`src/rtl/turf_rr_arb.sv`:
```
// turf_rr_arb: N-master register-bus arbiter with a per-transaction ack watchdog.
// Masters request with en/wr/adr/dat. The single winner is forwarded to the
// register core. Its ack or a watchdog timeout is returned as a one-cycle pulse.
`timescale 1ns/1ps
module turf_rr_arb #(
   parameter int            NMASTER       = 2,
   parameter int            AW            = 28,
   parameter int            DW            = 32,
   parameter int            PRIORITY_MODE = 0,
   parameter int            TIMEOUT       = 1024,
   parameter logic [DW-1:0] TIMEOUT_DATA  = DW'(32'hDEADBEEF)
) (
   input  logic                  clk,
   input  logic                  rst,
   input  logic [NMASTER-1:0]    s_en_i,
   input  logic [NMASTER-1:0]    s_wr_i,
   input  logic [NMASTER*AW-1:0] s_adr_i,
   input  logic [NMASTER*DW-1:0] s_dat_i,
   output logic [NMASTER-1:0]    s_ack_o,
   output logic [NMASTER-1:0]    s_err_o,
   output logic [NMASTER*DW-1:0] s_dat_o,
   output logic                  m_en_o,
   output logic                  m_wr_o,
   output logic [AW-1:0]         m_adr_o,
   output logic [DW-1:0]         m_dat_o,
   input  logic                  m_ack_i,
   input  logic [DW-1:0]         m_dat_i,
   output logic [NMASTER-1:0]    grant_o,
   output logic [15:0]           timeout_count_o
);

   localparam int GW = (NMASTER > 1) ? $clog2(NMASTER) : 1;
   localparam int WW = (TIMEOUT > 2) ? $clog2(TIMEOUT) : 1;
   localparam logic [WW-1:0] WD_LAST = (TIMEOUT > 0) ? WW'(TIMEOUT - 1) : '0;

   typedef enum logic [1:0] {
      IDLE = 2'd0,
      BUSY = 2'd1,
      ACK  = 2'd2
   } state_t;

   state_t                  state_q, state_d;
   logic [GW-1:0]           gidx_q, gidx_d;
   logic [GW-1:0]           last_q, last_d;
   logic [NMASTER-1:0]      grant_q, grant_d;
   logic [WW-1:0]           wd_q, wd_d;
   logic                    m_en_q, m_en_d;
   logic                    m_wr_q, m_wr_d;
   logic [AW-1:0]           m_adr_q, m_adr_d;
   logic [DW-1:0]           m_dat_q, m_dat_d;
   logic [NMASTER-1:0]      ack_q, ack_d;
   logic [NMASTER-1:0]      err_q, err_d;
   logic [NMASTER*DW-1:0]   sdat_q, sdat_d;
   logic [15:0]             tcnt_q, tcnt_d;

   logic [GW-1:0]           win_idx;
   logic                    win_vld;
   logic [GW-1:0]           cand;
   int unsigned             cand_full;

   // Winner selection: fixed priority scans from index 0, round-robin scans from last_grant+1 with wrap.
   always_comb begin
      win_idx   = '0;
      win_vld   = 1'b0;
      cand      = '0;
      cand_full = 0;
      if (PRIORITY_MODE != 0) begin
         for (int unsigned i = 0; i < NMASTER; i++) begin
            cand = GW'(i);
            if (!win_vld && s_en_i[cand]) begin
               win_idx = cand;
               win_vld = 1'b1;
            end
         end
      end else begin
         for (int unsigned off = 1; off <= NMASTER; off++) begin
            cand_full = (int'(last_q) + off) % NMASTER;
            cand      = GW'(cand_full);
            if (!win_vld && s_en_i[cand]) begin
               win_idx = cand;
               win_vld = 1'b1;
            end
         end
      end
   end

   // Next-state and registered-output logic for IDLE -> BUSY -> ACK.
   always_comb begin
      state_d = state_q;
      gidx_d  = gidx_q;
      last_d  = last_q;
      grant_d = grant_q;
      wd_d    = wd_q;
      m_en_d  = m_en_q;
      m_wr_d  = m_wr_q;
      m_adr_d = m_adr_q;
      m_dat_d = m_dat_q;
      ack_d   = '0;
      err_d   = '0;
      sdat_d  = sdat_q;
      tcnt_d  = tcnt_q;
      case (state_q)
         IDLE: begin
            if (win_vld) begin
               state_d = BUSY;
               gidx_d  = win_idx;
               last_d  = win_idx;
               wd_d    = '0;
               m_en_d  = 1'b1;
               for (int unsigned i = 0; i < NMASTER; i++) begin
                  grant_d[i] = (GW'(i) == win_idx);
                  if (GW'(i) == win_idx) begin
                     m_wr_d  = s_wr_i[i];
                     m_adr_d = s_adr_i[i*AW +: AW];
                     m_dat_d = s_dat_i[i*DW +: DW];
                  end
               end
            end
         end
         BUSY: begin
            wd_d = wd_q + 1'b1;
            if (m_ack_i) begin
               state_d = ACK;
               m_en_d  = 1'b0;
               ack_d   = grant_q;
               for (int unsigned i = 0; i < NMASTER; i++) begin
                  if (GW'(i) == gidx_q) sdat_d[i*DW +: DW] = m_dat_i;
               end
            end else if ((TIMEOUT != 0) && (wd_q == WD_LAST)) begin
               state_d = ACK;
               m_en_d  = 1'b0;
               ack_d   = grant_q;
               err_d   = grant_q;
               if (tcnt_q != '1) tcnt_d = tcnt_q + 16'd1;
               for (int unsigned i = 0; i < NMASTER; i++) begin
                  if (GW'(i) == gidx_q) sdat_d[i*DW +: DW] = TIMEOUT_DATA;
               end
            end
         end
         ACK: begin
            state_d = IDLE;
            grant_d = '0;
         end
         default: begin
            state_d = IDLE;
            grant_d = '0;
            m_en_d  = 1'b0;
         end
      endcase
   end

   // State and output registers with synchronous reset.
   always_ff @(posedge clk) begin
      if (rst) begin
         state_q <= IDLE;
         gidx_q  <= '0;
         last_q  <= GW'(NMASTER - 1);
         grant_q <= '0;
         wd_q    <= '0;
         m_en_q  <= 1'b0;
         m_wr_q  <= 1'b0;
         m_adr_q <= '0;
         m_dat_q <= '0;
         ack_q   <= '0;
         err_q   <= '0;
         sdat_q  <= '0;
         tcnt_q  <= '0;
      end else begin
         state_q <= state_d;
         gidx_q  <= gidx_d;
         last_q  <= last_d;
         grant_q <= grant_d;
         wd_q    <= wd_d;
         m_en_q  <= m_en_d;
         m_wr_q  <= m_wr_d;
         m_adr_q <= m_adr_d;
         m_dat_q <= m_dat_d;
         ack_q   <= ack_d;
         err_q   <= err_d;
         sdat_q  <= sdat_d;
         tcnt_q  <= tcnt_d;
      end
   end

   assign s_ack_o         = ack_q;
   assign s_err_o         = err_q;
   assign s_dat_o         = sdat_q;
   assign m_en_o          = m_en_q;
   assign m_wr_o          = m_wr_q;
   assign m_adr_o         = m_adr_q;
   assign m_dat_o         = m_dat_q;
   assign grant_o         = grant_q;
   assign timeout_count_o = tcnt_q;

endmodule
```
`config.mk`:
```
export PLATFORM = sky130hd
export DESIGN_NAME = turf_rr_arb
export DESIGN_NICKNAME = d
export VERILOG_FILES = /design/src/rtl/turf_rr_arb.sv
export SDC_FILE = /design/constraint.sdc
export NUM_CORES = 1
export LEC_CHECK = 0
export CAP_MARGIN = 10
export CELL_PAD_IN_SITES_DETAIL_PLACEMENT = 2
export CELL_PAD_IN_SITES_GLOBAL_PLACEMENT = 2
export CORE_ASPECT_RATIO = 0.7
export CORE_MARGIN = 5
export CORE_UTILIZATION = 25
export CTS_CLUSTER_DIAMETER = 200
export CTS_CLUSTER_SIZE = 28
export DETAILED_ROUTE_END_ITERATION = 8
export GPL_TIMING_DRIVEN = 0
export PLACE_DENSITY_LB_ADDON = 0.08
export RECOVER_POWER = 100
export SLEW_MARGIN = 20
export SYNTH_ARGS = -nofsm -noshare
export SYNTH_HDL_FRONTEND = slang
export SYNTH_SLANG_ARGS = --single-unit
```
`constraint.sdc`:
```
create_clock -name clk -period 3.7 [get_ports clk]
set_input_delay 0.74 -clock clk [delete_from_list [all_inputs] [get_ports clk]]
set_output_delay 0.74 -clock clk [all_outputs]
set_load 0.01 [all_outputs]
```
# --- After elaboration in Yosys (flattened, before gate mapping) ---
# Index checks and enable logic that the tools add are counted.
totals:
  inputBits: 159
  regBits: 162
  output_inout_bits: 148
classes:
  n_mux: 31
  reduce_logical: 15
  add_sub_neg: 4
  n_eq_ne: 6
  magnitude_cmp: 2
  bitwise_logic: 5
ops:
  columns: ["operator", "n"]
  rows:
  - ["2-to-1 mux 32 bit", 5]
  - ["2-to-1 mux 64 bit", 2]
  - ["2-to-1 mux 28 bit", 1]
  - ["case mux 10 bit (2 select lines)", 1]
  - ["adder 16 x 1 -> 16 bit, second input constant", 1]
  - ["!= test 16 bit, second input constant", 1]
  - ["2-to-1 mux 1 bit", 12]
  - ["2-to-1 mux 2 bit", 6]
  - ["adder 10 x 1 -> 10 bit, second input constant", 1]
  - ["== test 10 bit, second input constant", 1]
  - ["2-to-1 mux 10 bit", 1]
  - ["AND reduction 3 bit", 3]
  - ["case mux 2 bit (2 select lines)", 2]
  - ["AND reduction 2 bit", 4]
  - ["NOT 1 bit", 5]
  - ["less-than comparator 1 x 2 -> 1 bit, second input constant", 2]
  - ["AND reduction 4 bit", 1]
  - ["nonzero test 2 bit", 2]
  - ["!= test 3 bit, second input constant", 1]
  - ["case mux 1 bit (3 select lines)", 1]
  - ["OR reduction 3 bit", 1]
  - ["adder 1 bit, second input constant", 2]
  - ["== test 2 x 1 -> 1 bit, second input constant", 1]
  - ["== test 2 bit, second input constant", 1]
  - ["other kinds (5)", 5]

# --- Longest topological paths before layout ---
# Gate-level depths: netlist of run 1.
logic_depth:
  depth_word: 10
  ltp_mapped: 9
  depth_no_buf: 5

# --- Worst setup path after synthesis of run 1 ---
# OpenSTA, ideal clock, no wires.
synth_timing:
  path_kind: "input -> register"
  startpoint: "input port m_ack_i"
  endpoint: "register tcnt_q[14] (netlist: timeout_count_o[14])"
  arrival_ns: 2.182
  cell_stages: 6
  n_path_buf: 2
  required_time_ns: 3.577
  path_slack_ns: 1.394
  path_cell_list: "nand4b_1 -> or4_1 -> buf_2 -> buf_6 -> nor4_1 -> mux2_1"
synth_between:
  elab_chain_len: 2
synth_lines:
  columns: ["item", "line_no", "source"]
  rows:
  - ["start, declared", "26", "input logic m_ack_i,"]
  - ["NOT 1 bit (no line)", null, null]
  - ["AND reduction 4 bit (no line)", null, null]
  - ["end signal, assigned", "181", "tcnt_q <= tcnt_d;"]
  - ["end, declared", "54", "logic [15:0] tcnt_q, tcnt_d;"]
# Every way passes these cells.
# A chain may end at the register's enable or synchronous reset.

# --- Worst setup path in the final report of run 1 ---
layout_timing:
  startpoint: "input port m_ack_i"
  endpoint: "register tcnt_q[8] (netlist: timeout_count_o[8])"
# The elaborated chain is that of the path after synthesis.

==> qor.csv, run 1 <==
metric;value;unit
startpoint;m_ack_i;
synth_top_area_share;50.89;%
multi_input_area;2840;sq um
start_util;25.63;%
first_pass_iters;6;
synth_top_family_by_area;compound AO/OA/AOI/OAI gates;
whs_path_depth;1;
whs;0.4623;ns
syn-instance-count;686;
grt_pass1_wl;46380;um
tightest_slew;1.152;ns
crit_chain;dlygate4sd3_1, nand4b_1, or4_1, clkbuf_1, clkbuf_1, nor4_1, mux2_1;
clock-sinks;162;
cts_tree;done;
cp-start-kind;input pin;
cts_buffers;17;
endpoint;timeout_count_o[8];
post_drt_wl_per_cell;22.29;um
final_cells;1349;
ys_warn_count;0;
fin_skew;0.006587;ns
yosys-top-cells-area;dfxtp_1 51%, a222oi_1 9.6%, a21oi_1 6.6%, o21a_1 5.9%, nor2_1 4.9%;
pin_count;307;
yosys.area.top_type;dfxtp_1;
ir_worst_vdd;295.2;uV
gr-usage-all-layers;20.54;%
r2r_cells;8;
drc;0;
crit_slowest_cell;dlygate4sd3_1;
post-route-period-util;86.91;%
gp_congestion;0.7825;
hold_viol;0;
die_h;143.6;um
placedCellCount;1317;
synth-seq-cells;162;
yosys.area_share.adder;0.3927;%
routed_wl;30070;um
synth_edf_count;0;
cp_slowest_stage_delay;0.66;ns
drt_iter0_drc;421;
cts_hold_buf;0;
post_route_cells_drive_above_1_share;3.715;%
met1Wirelength;13440;um
power;4.821;mW
worstHoldStart;s_dat_o[21];
synthTopCellsByCount;162 x dfxtp_1, 84 x a21oi_1, 84 x nor2_1, 61 x a222oi_1, 57 x clkbuf_1;
synth_nets;847;
grt_max_degree;17;
regArea;3243;sq um
rows;48;
leakagePower;4.149;nW
synth_flop_cell;dfxtp_1;
io_buffer_count;306;
via_per_inst;5.089;
cp_max_fo;10;
setup_viol;0;
nFillCells;2702;
synthArstFlopShare;0;%
yosys.area_share.simple;16.59;%
cts_buffer_depth;2;
synth_mux_area_share;1.060;%
syn_area_per_cell;9.289;sq um
fin_tns_setup;0;ns
wl_met2;13910;um
vias;6865;
cap_viol_max_count;0;
status;completed;
critical_path_arrival;3.53;ns
synthXorXnorAreaFrac;0.4123;%
synth_cell_types;43;
timing.final.max_slew_violations;0;
cts-resized-gates;0;
rsz0062_at_grt;false;
antenna_found_initial;2;
ys_seq_area_share;50.89;%
grt_pass1_vias;7622;
synth_compound_area_share;26.21;%
htreeDepth;4;
dieArea;28830;sq um
cpMostUsedCell;clkbuf_1;
dr_wl_met3;2417;um
area_growth;65.19;%
clk_pin_slew;0.06;ns
relSlewSlack;23.08;%
r2r_slack;0.76;ns
crit_path_end_kind;register;
post_cts_buffers;0;
netlist_area;6372;sq um
core-area;24860;sq um
reg2reg_to;timeout_count_o[8];
required;4.01;ns
layout.nets;1172;
dp_hpwl;23140;um
clock_latency;0.42;ns
power.density;458.0;nW/um^2
postRouteAntennaNets;0;
clock-root-buffer;clkbuf_16;
r2r_start;wd_q[0];
dr.max_layer_used;met5;
finalCriticalPeriod;3.216;ns
yosysMostFrequentCell;dfxtp_1;
hp-class;reg -> reg;
dieWidth;200.8;um
grt_overflow;0;
fmax;311.0;MHz
path_class;in -> reg;
## cells in the final DEF, fill, tap and decap left out, types with 11 or more instances in the layout
| cell type | synthesis | final |
|---|---|---|
| o21ai_0 | 22 | 22 |
| dlygate4sd3_1 | 0 | 151 |
| clkdlybuf4s50_1 | 0 | 155 |
| dfxtp_1 | 162 | 162 |
| a21oi_1 | 84 | 84 |
| nand3_1 | 23 | 23 |
| nand4_1 | 13 | 13 |
| nor2b_1 | 31 | 31 |
| o21a_1 | 50 | 50 |
| nor2_1 | 84 | 84 |
| clkbuf_1 | 57 | 64 |
| a222oi_1 | 61 | 61 |
| nand2_1 | 11 | 11 |
| clkbuf_16 | 0 | 17 |
## state kept, by name, summed over array words and instances (netlist names)
register         count
m_en_o               1
gidx_q               1
last_q               1
s_dat_o             64
m_adr_o             28
s_err_o              2
m_dat_o             32
state_q              2
s_ack_o              2
m_wr_o               1
wd_q                10
grant_o              2
timeout_count_o     16
## layout make-up
| type | instances | share of cell area (%) |
|---|---|---|
| plain buffers | 66 | 2.377 |
| clock buffers | 21 | 4.469 |
| repair buffers | 306 | 29.10 |
| flip-flops and latches | 162 | 30.81 |
| inverters | 6 | 0.2140 |
| well taps | 325 | 3.863 |
| diodes | 1 | 0.02377 |
| clock inverters | 10 | 2.163 |
| multi-input cells | 452 | 26.98 |
## routing by layer
metal / global-route usage, % / up-vias
met5: 0 / -
met4: 3.873 / 2
met3: 7.692 / 17
met2: 33.43 / 207
met1: 26.56 / 3400
li1: - / 3239
## kinds of logic (layout without fill, tap and decap cells)
group,Yosys count,after routing
xor+xnor,3,3
buf+inv,72,409
fa+ha+maj,2,2
other cells,0,1
compound gates,236,236
simple gates,205,205
mux,6,6
flops,162,162
## how the worst min path moves through the flow
stage | endpoint
final | s_dat_o[21]
after CTS | s_dat_o[48]
after global routing | s_dat_o[21]
after floorplan | wd_q[9]
after detailed placement | s_dat_o[48]
after global placement | s_dat_o[48]
## stage by stage
| step | util (%) | area (sq um) | setup WS (ns) |
|---|---|---|---|
| 3_5_place_dp | 39.63 | 9854 | 0.3133 |
| 5_1_grt | 42.34 | 10530 | 0.3535 |
| 2_1_floorplan | - | 6372 | 1.394 |
| 4_1_cts | 42.44 | 10550 | 0.7651 |
| 6_report | 42.34 | 10530 | 0.4843 |
| 3_3_place_gp | 39.58 | 9842 | 0.3805 |
## power breakdown
group	internal, mW	switching (mW)	leakage, nW	total (mW)
Sequential	1.84	0.0559	1.32	1.90
Combinational	0.399	0.400	2.49	0.799
Clock	1.38	0.738	0.339	2.12
Total	3.63	1.19	4.15	4.82
## critical path: cells and delay by family
kind,cells,cell delay [ns]
muxes,1,0.37
buffers and inverters,3,1.19
and+or+nand+nor,3,1.24
Note: power is estimated with default switching activity, not from simulation.
==> run 2: changes to the inputs <==
- ABC_CLOCK_PERIOD_IN_PS: not set -> 3700
- CORE_MARGIN: 5 -> 4
==> run 2 against run 1 <==
Against the previous run:
- non-clock buffer count unchanged
- die area down 2.4%
- count of clock-buffer cells in the layout down 1
- sequential share of layout area up 0.25 points
- largest cell class unchanged
==> qor.csv, run 2 (synthesis gave the netlist of run 1 again) <==
metric;value;unit;change
status;completed;;
dieArea;28150;sq um;-2.4%
num_antenna_cells;0;;-1
final_cells;1348;;-0.074%
grt_pass1_wl;44660;um;-3.7%
cp_slowest_stage_delay;0.68;ns;+0.02 ns
finish.utilization;42.00;%;-0.34 points
vias;6797;;-0.99%
cts_tree;done;;
cts_hold_buf;0;;unchanged
nFillCells;2719;;+0.63%
drc;0;;unchanged
gp_congestion;0.7644;;-2.3%
routed_wl;29630;um;-1.5%
cpMostUsedCell;clkbuf_1;;
die_h;141.6;um;-1.4%
layout.nets;1172;;unchanged
area_growth;63.87;%;
cp_max_fo;10;;unchanged
hold_viol;0;;unchanged
leakagePower;4.110;nW;-0.93%
first_pass_iters;8;;+2
cap_viol_max_count;0;;unchanged
ir_worst_vdd;323.7;uV;+9.6%
critical_path_arrival;3.44;ns;-0.09 ns
post_route_cells_drive_above_1_share;3.715;%;unchanged
timing.final.max_slew_violations;0;;unchanged
rsz0062_at_grt;false;;
relSlewSlack;19.47;%;-3.6 points
placed_cell_area;9842;sq um;-0.13%
pin_count;307;;unchanged
r2r_slack;0.86;ns;+0.10 ns
cts_buffer_depth;2;;unchanged
setup_viol;0;;unchanged
antenna_found_initial;1;;-1
grt_pass1_vias;7271;;-4.6%
path_class;in -> reg;;
clock-root-buffer;clkbuf_16;;
clk_pin_slew;0.07;ns;about the same
largest_register_ffs;64;;unchanged
regArea;3243;sq um;unchanged
gr-usage-all-layers;20.56;%;about the same
final_cell_mix;162 x dfxtp_1, 155 x clkdlybuf4s50_1, 151 x dlygate4sd3_1, 84 x nor2_1, 84 x a21oi_1;;
fin_tns_setup;0;ns;unchanged
fin_skew;0.01060;ns;+0.004013 ns
io_buffer_count;306;;unchanged
hp-class;reg -> reg;;
placedCellCount;1317;;unchanged
finalCriticalPeriod;3.122;ns;-0.09340 ns
final_common_cell;dfxtp_1;;
stdcell_area;10440;sq um;-0.80%
post_cts_buffers;0;;unchanged
drt_iter0_drc;393;;-6.7%
cp-start-kind;input pin;;
via_per_inst;5.042;;-0.92%
grt_overflow;0;;unchanged
tightest_slew;1.206;ns;+0.05401 ns
clock_latency;0.43;ns;about the same
cts_buffers;17;;unchanged
post_drt_wl_per_cell;21.98;um;-1.4%
dp_hpwl;22480;um;-2.8%
power.density;441.1;nW/um^2;-3.7%
worstHoldStart;s_dat_o[60];;
clock-sinks;162;;unchanged
whs;0.4591;ns;-0.003129 ns
fmax;320.3;MHz;+3.0%
startpoint;m_ack_i;;
crit_path_end_kind;register;;
crit_slowest_cell;dlygate4sd3_1;;
grt_max_degree;17;;unchanged
start_util;25.63;%;unchanged
core-area;24860;sq um;unchanged
required;4.02;ns;about the same
dieWidth;198.8;um;-1.0%
cts-resized-gates;0;;unchanged
r2r_start;wd_q[0];;
post-route-period-util;84.39;%;-2.5 points
crit_chain;dlygate4sd3_1, nand4b_1, or4_1, clkbuf_1, clkbuf_1, nor4_1, mux2_1;;
multi_input_area;2840;sq um;unchanged
htreeDepth;4;;unchanged
postRouteAntennaNets;0;;unchanged
rows;48;;unchanged
run 2: changes by cell type in the layout (fill, tap and decap cells not counted):
cell / previous run / this run
clkinvlp_4: 1 / 2
diode_2: 1 / 0
and2_1: 2 / 1
and2_0: 2 / 3
bufinv_16: 7 / 4
clkbuf_8: 3 / 2
clkinv_2: 2 / 5
run 2: power breakdown:
group          switching (mW)  internal [mW]  total, mW
logic                   0.399          0.399      0.798
registers              0.0549           1.84       1.90
clock network           0.751           1.16       1.91
run 2: metrics by stage:
step	setup slack (ns)	total power [mW]
2_1_floorplan	1.394	2.264
3_3_place_gp	0.4021	2.764
3_5_place_dp	0.3895	2.776
4_1_cts	0.7026	4.715
5_1_grt	0.4266	4.824
6_report	0.5777	4.606
run 2: final cells by class:
| type | instances | area share [%] |
|---|---|---|
| Clock inverter | 11 | 1.534 |
| Inverter | 6 | 0.2157 |
| Multi-Input combinational cell | 452 | 27.20 |
| Sequential cell | 162 | 31.06 |
| Timing Repair Buffer | 306 | 29.33 |
| Tap cell | 325 | 3.894 |
| Clock buffer | 20 | 4.373 |
| Buffer | 66 | 2.396 |
run 2: worst paths after layout:
| kind | to | cells past startpoint |
|---|---|---|
| setup reg to reg | timeout_count_o[8] | 8 |
| setup / recovery | timeout_count_o[8] | 7 |
| hold reg to reg | s_dat_o[60] | 1 |
| hold / removal | s_dat_o[60] | 1 |
run 2: critical path: cells and delay by family:
kind	cells	cell delay, ns
and+or+nand+nor	3	1.15
buffers and inverters	3	1.19
muxes	1	0.36
run 2: metal layers:
layer	vias up	track usage, %	wire length [um]
li1	3244	-	-
met1	3335	27.40	13330
met2	199	32.50	13590
met3	17	7.524	2482
met4	2	3.669	215
met5	-	0	13
